--- src/rtl/alu_serial_ctrl.sv ---
`default_nettype none
// ============================================================================
// Module      : alu_serial_ctrl
// Description : Bit-serial ALU. It processes one operand bit per clock, LSB
//               first, through a single full-adder slice. It covers the
//               logic ops, ADD, SUB and a signed set-less-than. Results and
//               flags hold until the next request is accepted.
// Revision    : 1.0 - initial release
// ============================================================================
module alu_serial_ctrl #(
    parameter int WIDTH = 32
) (
    input  logic             clk,
    input  logic             rst_n,
    input  logic             start_valid,
    output logic             start_ready,
    input  logic [2:0]       op,
    input  logic [WIDTH-1:0] a,
    input  logic [WIDTH-1:0] b,
    output logic             busy,
    output logic             done,
    output logic [WIDTH-1:0] result,
    output logic             zero,
    output logic             overflow,
    output logic             carry_out
);

    localparam int IW = (WIDTH > 1) ? $clog2(WIDTH) : 1;
    localparam int CW = IW + 1;
    localparam logic [CW-1:0] c_last = CW'(WIDTH - 1);

    localparam logic [1:0] c_s_idle    = 2'd0;
    localparam logic [1:0] c_s_run     = 2'd1;
    localparam logic [1:0] c_s_slt_fix = 2'd2;
    localparam logic [1:0] c_s_done    = 2'd3;

    localparam logic [2:0] c_op_and  = 3'b000;
    localparam logic [2:0] c_op_or   = 3'b001;
    localparam logic [2:0] c_op_add  = 3'b010;
    localparam logic [2:0] c_op_nand = 3'b011;
    localparam logic [2:0] c_op_nor  = 3'b100;
    localparam logic [2:0] c_op_addn = 3'b101;
    localparam logic [2:0] c_op_sub  = 3'b110;

    logic [1:0]       r_state, w_state_nxt;
    logic [CW-1:0]    r_cnt, w_cnt_nxt;
    logic             r_carry, w_carry_nxt;
    logic [WIDTH-1:0] r_a, w_a_nxt;
    logic [WIDTH-1:0] r_b, w_b_nxt;
    logic [2:0]       r_op, w_op_nxt;
    logic [WIDTH-1:0] r_result, w_result_nxt;
    logic             r_zero, w_zero_nxt;
    logic             r_ovf, w_ovf_nxt;
    logic             r_cout, w_cout_nxt;
    logic             r_cin_msb, w_cin_msb_nxt;
    logic             r_cout_msb, w_cout_msb_nxt;
    logic             r_sum_msb, w_sum_msb_nxt;

    logic [IW-1:0] w_idx;
    logic          w_accept, w_last;
    logic          w_binv, w_a_bit, w_b_bit, w_bm, w_sum, w_bit_cout, w_bit;
    logic          w_slt_bit;

    assign start_ready = (r_state == c_s_idle);
    assign busy        = (r_state == c_s_run) || (r_state == c_s_slt_fix);
    assign done        = (r_state == c_s_done);
    assign result      = r_result;
    assign zero        = r_zero;
    assign overflow    = r_ovf;
    assign carry_out   = r_cout;

    assign w_accept  = start_valid && (r_state == c_s_idle);
    assign w_last    = (r_cnt == c_last);
    assign w_idx     = r_cnt[IW-1:0];
    assign w_slt_bit = r_sum_msb ^ (r_cin_msb ^ r_cout_msb);

    // Single-bit slice: b is inverted for SUB/SLT, carry seeded with binv at accept
    always_comb begin
        w_binv     = r_op[2] & r_op[1];
        w_a_bit    = r_a[w_idx];
        w_b_bit    = r_b[w_idx];
        w_bm       = w_b_bit ^ w_binv;
        w_sum      = w_a_bit ^ w_bm ^ r_carry;
        w_bit_cout = (w_a_bit & w_bm) | ((w_a_bit ^ w_bm) & r_carry);
        case (r_op)
            c_op_and:  w_bit = w_a_bit & w_b_bit;
            c_op_or:   w_bit = w_a_bit | w_b_bit;
            c_op_nand: w_bit = ~(w_a_bit & w_b_bit);
            c_op_nor:  w_bit = ~(w_a_bit | w_b_bit);
            c_op_add, c_op_addn, c_op_sub: w_bit = w_sum;
            default:   w_bit = 1'b0;
        endcase
    end

    // Next-state and datapath update; every register holds unless its state acts on it
    always_comb begin
        w_state_nxt    = r_state;
        w_cnt_nxt      = r_cnt;
        w_carry_nxt    = r_carry;
        w_a_nxt        = r_a;
        w_b_nxt        = r_b;
        w_op_nxt       = r_op;
        w_result_nxt   = r_result;
        w_zero_nxt     = r_zero;
        w_ovf_nxt      = r_ovf;
        w_cout_nxt     = r_cout;
        w_cin_msb_nxt  = r_cin_msb;
        w_cout_msb_nxt = r_cout_msb;
        w_sum_msb_nxt  = r_sum_msb;
        case (r_state)
            c_s_idle: begin
                if (w_accept) begin
                    w_state_nxt = c_s_run;
                    w_cnt_nxt   = '0;
                    w_carry_nxt = op[2] & op[1];
                    w_a_nxt     = a;
                    w_b_nxt     = b;
                    w_op_nxt    = op;
                end
            end
            c_s_run: begin
                w_result_nxt[w_idx] = w_bit;
                w_carry_nxt         = w_bit_cout;
                w_cnt_nxt           = r_cnt + CW'(1);
                if (w_last) begin
                    w_cin_msb_nxt  = r_carry;
                    w_cout_msb_nxt = w_bit_cout;
                    w_sum_msb_nxt  = w_sum;
                    if (r_op == 3'b111) begin
                        w_state_nxt = c_s_slt_fix;
                    end else begin
                        w_state_nxt = c_s_done;
                        w_zero_nxt  = (w_result_nxt == '0);
                        w_ovf_nxt   = ((r_op == c_op_add) || (r_op == c_op_sub))
                                      && (r_carry ^ w_bit_cout);
                        w_cout_nxt  = ((r_op == c_op_add) || (r_op == c_op_addn)
                                      || (r_op == c_op_sub)) && w_bit_cout;
                    end
                end
            end
            c_s_slt_fix: begin
                // Signed less-than: sign of a-b corrected by the overflow condition
                w_result_nxt    = '0;
                w_result_nxt[0] = w_slt_bit;
                w_zero_nxt      = ~w_slt_bit;
                w_ovf_nxt       = 1'b0;
                w_cout_nxt      = 1'b0;
                w_state_nxt     = c_s_done;
            end
            default: begin
                w_state_nxt = c_s_idle;
            end
        endcase
    end

    // State and datapath registers with asynchronous active-low clear
    always_ff @(posedge clk or negedge rst_n) begin
        if (!rst_n) begin
            r_state    <= c_s_idle;
            r_cnt      <= '0;
            r_carry    <= 1'b0;
            r_a        <= '0;
            r_b        <= '0;
            r_op       <= '0;
            r_result   <= '0;
            r_zero     <= 1'b0;
            r_ovf      <= 1'b0;
            r_cout     <= 1'b0;
            r_cin_msb  <= 1'b0;
            r_cout_msb <= 1'b0;
            r_sum_msb  <= 1'b0;
        end else begin
            r_state    <= w_state_nxt;
            r_cnt      <= w_cnt_nxt;
            r_carry    <= w_carry_nxt;
            r_a        <= w_a_nxt;
            r_b        <= w_b_nxt;
            r_op       <= w_op_nxt;
            r_result   <= w_result_nxt;
            r_zero     <= w_zero_nxt;
            r_ovf      <= w_ovf_nxt;
            r_cout     <= w_cout_nxt;
            r_cin_msb  <= w_cin_msb_nxt;
            r_cout_msb <= w_cout_msb_nxt;
            r_sum_msb  <= w_sum_msb_nxt;
        end
    end

endmodule
`default_nettype wire

--- config.mk ---
export PLATFORM = sky130hd
export DESIGN_NAME = alu_serial_ctrl
export DESIGN_NICKNAME = d
export VERILOG_FILES = /design/src/rtl/alu_serial_ctrl.sv
export SDC_FILE = /design/constraint.sdc
export NUM_CORES = 1
export LEC_CHECK = 0
export CORE_AREA = 5 5 132 134
export CTS_BUF_LIST = sky130_fd_sc_hd__clkbuf_8
export CTS_CLUSTER_DIAMETER = 40
export CTS_CLUSTER_SIZE = 28
export DETAILED_ROUTE_END_ITERATION = 10
export DIE_AREA = 0 0 137 139
export PLACE_DENSITY_LB_ADDON = 0.2
export REMOVE_ABC_BUFFERS = 1
export SYNTH_ARGS = -nofsm -noshare
export SYNTH_HDL_FRONTEND = slang
export SYNTH_SLANG_ARGS = --single-unit
--- constraint.sdc ---
create_clock -name clk -period 5.25 [get_ports clk]
set_input_delay 0.7875 -clock clk [delete_from_list [all_inputs] [get_ports clk]]
set_output_delay 0.7875 -clock clk [all_outputs]
set_load 0.01 [all_outputs]
# Word level (Yosys, flattened, before mapping)
# Index checks and enable logic that the tools add are counted.
dict set report totals {
  regBits 114
  input_bits 70
  elab_cells 91
}
dict set report op_classes {
  n_reduce_logical 19
  muxes 26
  bitwise_logic 16
  order_cmp 2
  n_addsub 1
  eq_ne 14
}
# op n
set op_table {}
lappend op_table {{one-hot mux 32 bit (2 select lines)} 1}
lappend op_table {{bitwise mux 32 bit} 1}
lappend op_table {{logical NOT 32 bit} 1}
lappend op_table {{equality test 3 bit (second input constant)} 4}
lappend op_table {{one-hot mux 6 bit (2 select lines)} 1}
lappend op_table {{2-to-1 mux 1 bit} 11}
lappend op_table {{binary-select mux 1 bit (select 5 bit)} 2}
lappend op_table {{one-hot mux 1 bit (2 select lines)} 4}
lappend op_table {{AND reduction 2 bit} 4}
lappend op_table {{adder 6 x 1 -> 6 bit (second input constant)} 1}
lappend op_table {{equality test 3 x 2 -> 1 bit (second input constant)} 2}
lappend op_table {{equality test 6 x 5 -> 1 bit (second input constant)} 1}
lappend op_table {{less-than comparator 5 x 6 -> 1 bit (second input constant)} 1}
lappend op_table {{2-to-1 mux 6 bit} 1}
lappend op_table {{one-hot mux 2 bit (3 select lines)} 1}
lappend op_table {{XOR 1 bit} 6}
lappend op_table {{bitwise AND 1 bit} 5}
lappend op_table {{demux 1 bit (select 5 bit)} 1}
lappend op_table {{>= comparator 5 x 1 -> 1 bit (second input constant)} 1}
lappend op_table {{one-hot mux 1 bit (5 select lines)} 1}
lappend op_table {{equality test 2 bit (second input constant)} 2}
lappend op_table {{logical AND 1 bit} 4}
lappend op_table {{logical OR 1 bit} 4}
lappend op_table {{2-to-1 mux 2 bit} 2}
lappend op_table {{11 further kinds} 16}

# Depth between registers and ports, before layout
dict set report depth {
  depth_word 11
  depth_mapped 14
  mapped_depth_nobuf 11
}

# Worst setup path before layout
# Ideal clock, no wire load.
dict set report synth_timing {
  kind {flip-flop to flip-flop}
  startpoint {register r_cnt[1]}
  endpoint {register r_result[0] (netlist: result[0])}
  t_required_ns 5.099
  stages_incl_launch_ff 15
  arrival_ns 3.046
  setup_time_ns 0.151
  path_slack_ns 2.054
  path_cell_list {dfrtp_1 > buf_6 > buf_12 > mux2i_1 > o32ai_1 > a2111oi_2 > nand4_1 > or2_2 > fa_1 > nand2_1 > o311a_1 > a31oi_1 > o21ai_2 > buf_6 > a41oi_1}
}
dict set report synth_via {
  elab_chain_cells 8
  word_cells_on_any_way 19
  classes_between {order compare: 2; mux: 9; bitwise: 7; reduce/logical: 1}
}
# item line_no
set synth_lines {}
lappend synth_lines {{start: declaration} 46} ;# logic [CW-1:0] r_cnt, w_cnt_nxt;
lappend synth_lines {{start signal: assignment} 174} ;# r_cnt <= w_cnt_nxt;
lappend synth_lines {{binary-select mux 1 bit (select 5 bit)} 81} ;# w_b_bit = r_b[w_idx];
lappend synth_lines {{2-to-1 mux 1 bit (not written as such)} 81}
lappend synth_lines {{XOR 1 bit} 82} ;# w_bm = w_b_bit ^ w_binv;
lappend synth_lines {{XOR 1 bit (*) (2 in series)} 83} ;# w_sum = w_a_bit ^ w_bm ^ r_carry;
lappend synth_lines {{net w_sum} 61} ;# logic w_binv, w_a_bit, w_b_bit, w_bm, w_sum, w_bit_cout, w_bit;
lappend synth_lines {{one-hot mux 1 bit (5 select lines) (*)} 85} ;# case (r_op)
lappend synth_lines {{bitwise mux 32 bit (*)} 122} ;# w_result_nxt[w_idx] = w_bit;
lappend synth_lines {{one-hot mux 32 bit (2 select lines) (*)} 110} ;# case (r_state)
lappend synth_lines {{end signal: assignment} 179} ;# r_result <= w_result_nxt;
lappend synth_lines {{end: declaration} 51} ;# logic [WIDTH-1:0] r_result, w_result_nxt;
# The timed path passes the listed nets; every way through them passes the cells marked *. The select of a mux whose other input is x is not followed.
# A chain may end at the register's enable or synchronous reset.

# Worst setup path after layout
dict set report layout_timing {
  startpoint {register r_cnt[1]}
  endpoint {register r_result[13] (netlist: result[13])}
}
# Same word-level chain as after synthesis.

==> results.toml <==
[die]
dieHeight_um = 139
start_util = 0.380
ioPinCount = 108
rows = 47
dieArea_um2 = 19000
fp.dieW_um = 137
core_area_um2 = 16200

[sta]
fin_crit_sh = 0.792
fin_tns_setup_ps = 0
holdWs_ps = 507
report.final.slew_viol_count = 0
slew_headroom = 0.330
rsz0062_at_grt = "no"
fin_skew_ps = 14.9
min_period_ps = 4160
finalHoldViolCount = 0
max_freq_ghz = 0.241
worst_slew_pin_slew_ps = 1010
setup_viol = 0

[clock_network]
post_cts_buffers = 0
cts_tree = "yes"
clk_latency_ps = 440
clk_path_buf_depth = 2
cts_htree_levels = 4
clock-sinks = 114
root_buffer = "clkbuf_8"
cts-resized-gates = 0
cts_hold_buf = 0
path_clk_slew_ps = 70
numCtsBuffers = 17

[global_routing]
grt_start_max_net_pins = 79
antenna_found_initial = 0
grt.overflow.total = 0
first_global_vias = 5100
grt_usage = 0.175
grt_pass1_wl_um = 26700

[synthesis]
ys_warn_count = 0
ys_seq_area_frac = 0.464
synth.avg_cell_area_um2 = 10.9
netlist_area_um2 = 6150
yosysUniqueCellTypes = 57
synthFlopType = "dfrtp_1"
syn_inst = 562
ys_seq_elements = 114
synth_edf_count = 0
async_flop_share = 1.00

[final_layout]
utilization = 0.480
final_cell_area_um2 = 7750
nFillCells = 1501
final_common_cell = "dfrtp_1"
nNetsFinal = 735
regArea_um2 = 2850
final_cell_mix = "dfrtp_1, clkdlybuf4s50_1, mux2_2"
multiInputGateArea_um2 = 3030
area_growth_pct = 26.2
num_antenna_cells = 0
drive_gt1_frac = 0.214

[power_and_ir_drop]
powerDensity_nw_per_um2 = 584
power_leakage_nw = 3.06
ir_worst_vdd_uv = 377

[worst_setup_path]
path_max_fanout = 34
cp.required_ps = 5580
cp.arrival_ps = 4480
end_kind = "register"
cp-start-kind = "register"
path_class = "reg -> reg"

[status]
status = "finished, final reports clean"

[drt]
first_pass_iters = 5
vias = 4863
first_iter_violations = 276
drt-wirelength-per-cell_um = 18.3
ant_nets = 0
finalWirelength_um = 16300
vias_per_cell = 5.47
drcViolationCount = 0

[placement]
dpl.hpwl_um = 11500
placedInstanceArea_um2 = 7340
port_buffers = 107
gp_congestion = 0.867

[flow_run]
maxCapViolCount = 0

[worst_hold_path]
hold_path_class = "in -> async"
[synth_stat cells, types with 10 or more instances]
cell / instances / area (um2)
nor2b_1: 19 / 119
o31ai_2: 19 / 238
nand2_1: 43 / 161
a31oi_1: 23 / 144
nand3_1: 15 / 75.1
o21ai_0: 25 / 125
inv_1: 14 / 52.6
nor2_1: 23 / 86.3
mux2_2: 73 / 822
a21oi_1: 18 / 90.1
nor3_1: 10 / 50.1
mux2i_1: 26 / 260
clkbuf_1: 18 / 67.6
dfrtp_1: 114 / 2850
[cell type report]
type                       count  share of cell area
multi-input combinational    394               0.391
clock inverter                12              0.0179
tap                          220              0.0355
clock buffer                  20              0.0355
sequential                   114               0.368
timing repair buffer         115               0.146
inverter                      14             0.00678
[state kept, by name, summed over array words and instances (netlist names)]
| register | flops |
|---|---|
| carry_out | 1 |
| overflow | 1 |
| r_a | 32 |
| r_b | 32 |
| r_carry | 1 |
| r_cin_msb | 1 |
| r_cnt | 6 |
| r_cout_msb | 1 |
| r_op | 3 |
| r_state | 2 |
| r_sum_msb | 1 |
| result | 32 |
| zero | 1 |
[routing by layer]
metal | global-route usage | part of all wire | vias up
li1 | - | - | 2270
met1 | 0.238 | 0.45 | 2426
met2 | 0.279 | 0.48 | 155
met3 | 0.0479 | 0.055 | 12
met4 | 0.0410 | 0.010 | 0
met5 | 0 | 0 | -
[critical path: stages, from the launching register on]
cell	delay, ps
dfrtp_2	990
mux2i_1	310
o32ai_1	130
nor4_1	420
nand4_1	310
xnor2_1	230
fa_1	540
nand2_1	70
o311a_1	130
a31oi_1	180
o21ai_2	60
buf_4	280
o41ai_1	360
[path summary, 6_finish.rpt]
path / depth (start not counted) / end / start / slack (ps)
worst max-delay path: 12 / result[13] / r_cnt[1] / 1090
min in group clk: 1 / r_b[14] / r_b[14] / 510
worst min-delay path: 1 / result[11] / rst_n / 510
worst min register to register: 1 / r_b[14] / r_b[14] / 510
max in group asynchronous: 2 / r_cnt[1] / rst_n / 3680
worst max register to register: 12 / result[13] / r_cnt[1] / 1090
[through the flow]
stage	instances	total power, mW	setup WS, ps
final	889	4.53	1090
after global routing	889	4.86	764
after CTS	889	4.57	1000
after detailed placement	857	3.70	998
after global placement	857	3.62	1130
after floorplan	522	2.94	648
[logic make-up (layout without fill, tap and decap cells)]
group	after synthesis	after routing	share of synthesized area
multiplexers	101	101	0.183
buffers and inverters	54	161	0.0434
AND/OR/NAND/NOR	145	145	0.119
XOR/XNOR	6	6	0.00855
AO/OA/AOI/OAI	133	133	0.162
flip-flops	114	114	0.464
adder cells (fa/ha/maj)	9	9	0.0195
[where the power goes]
group          leakage [nW]  total (mW)  switching, mW  internal, mW
registers              1.40        1.56          0.325          1.23
clock network         0.221       0.859          0.359         0.500
logic                  1.44        2.11           1.17         0.942
Note: power is estimated with default switching activity, not from simulation.
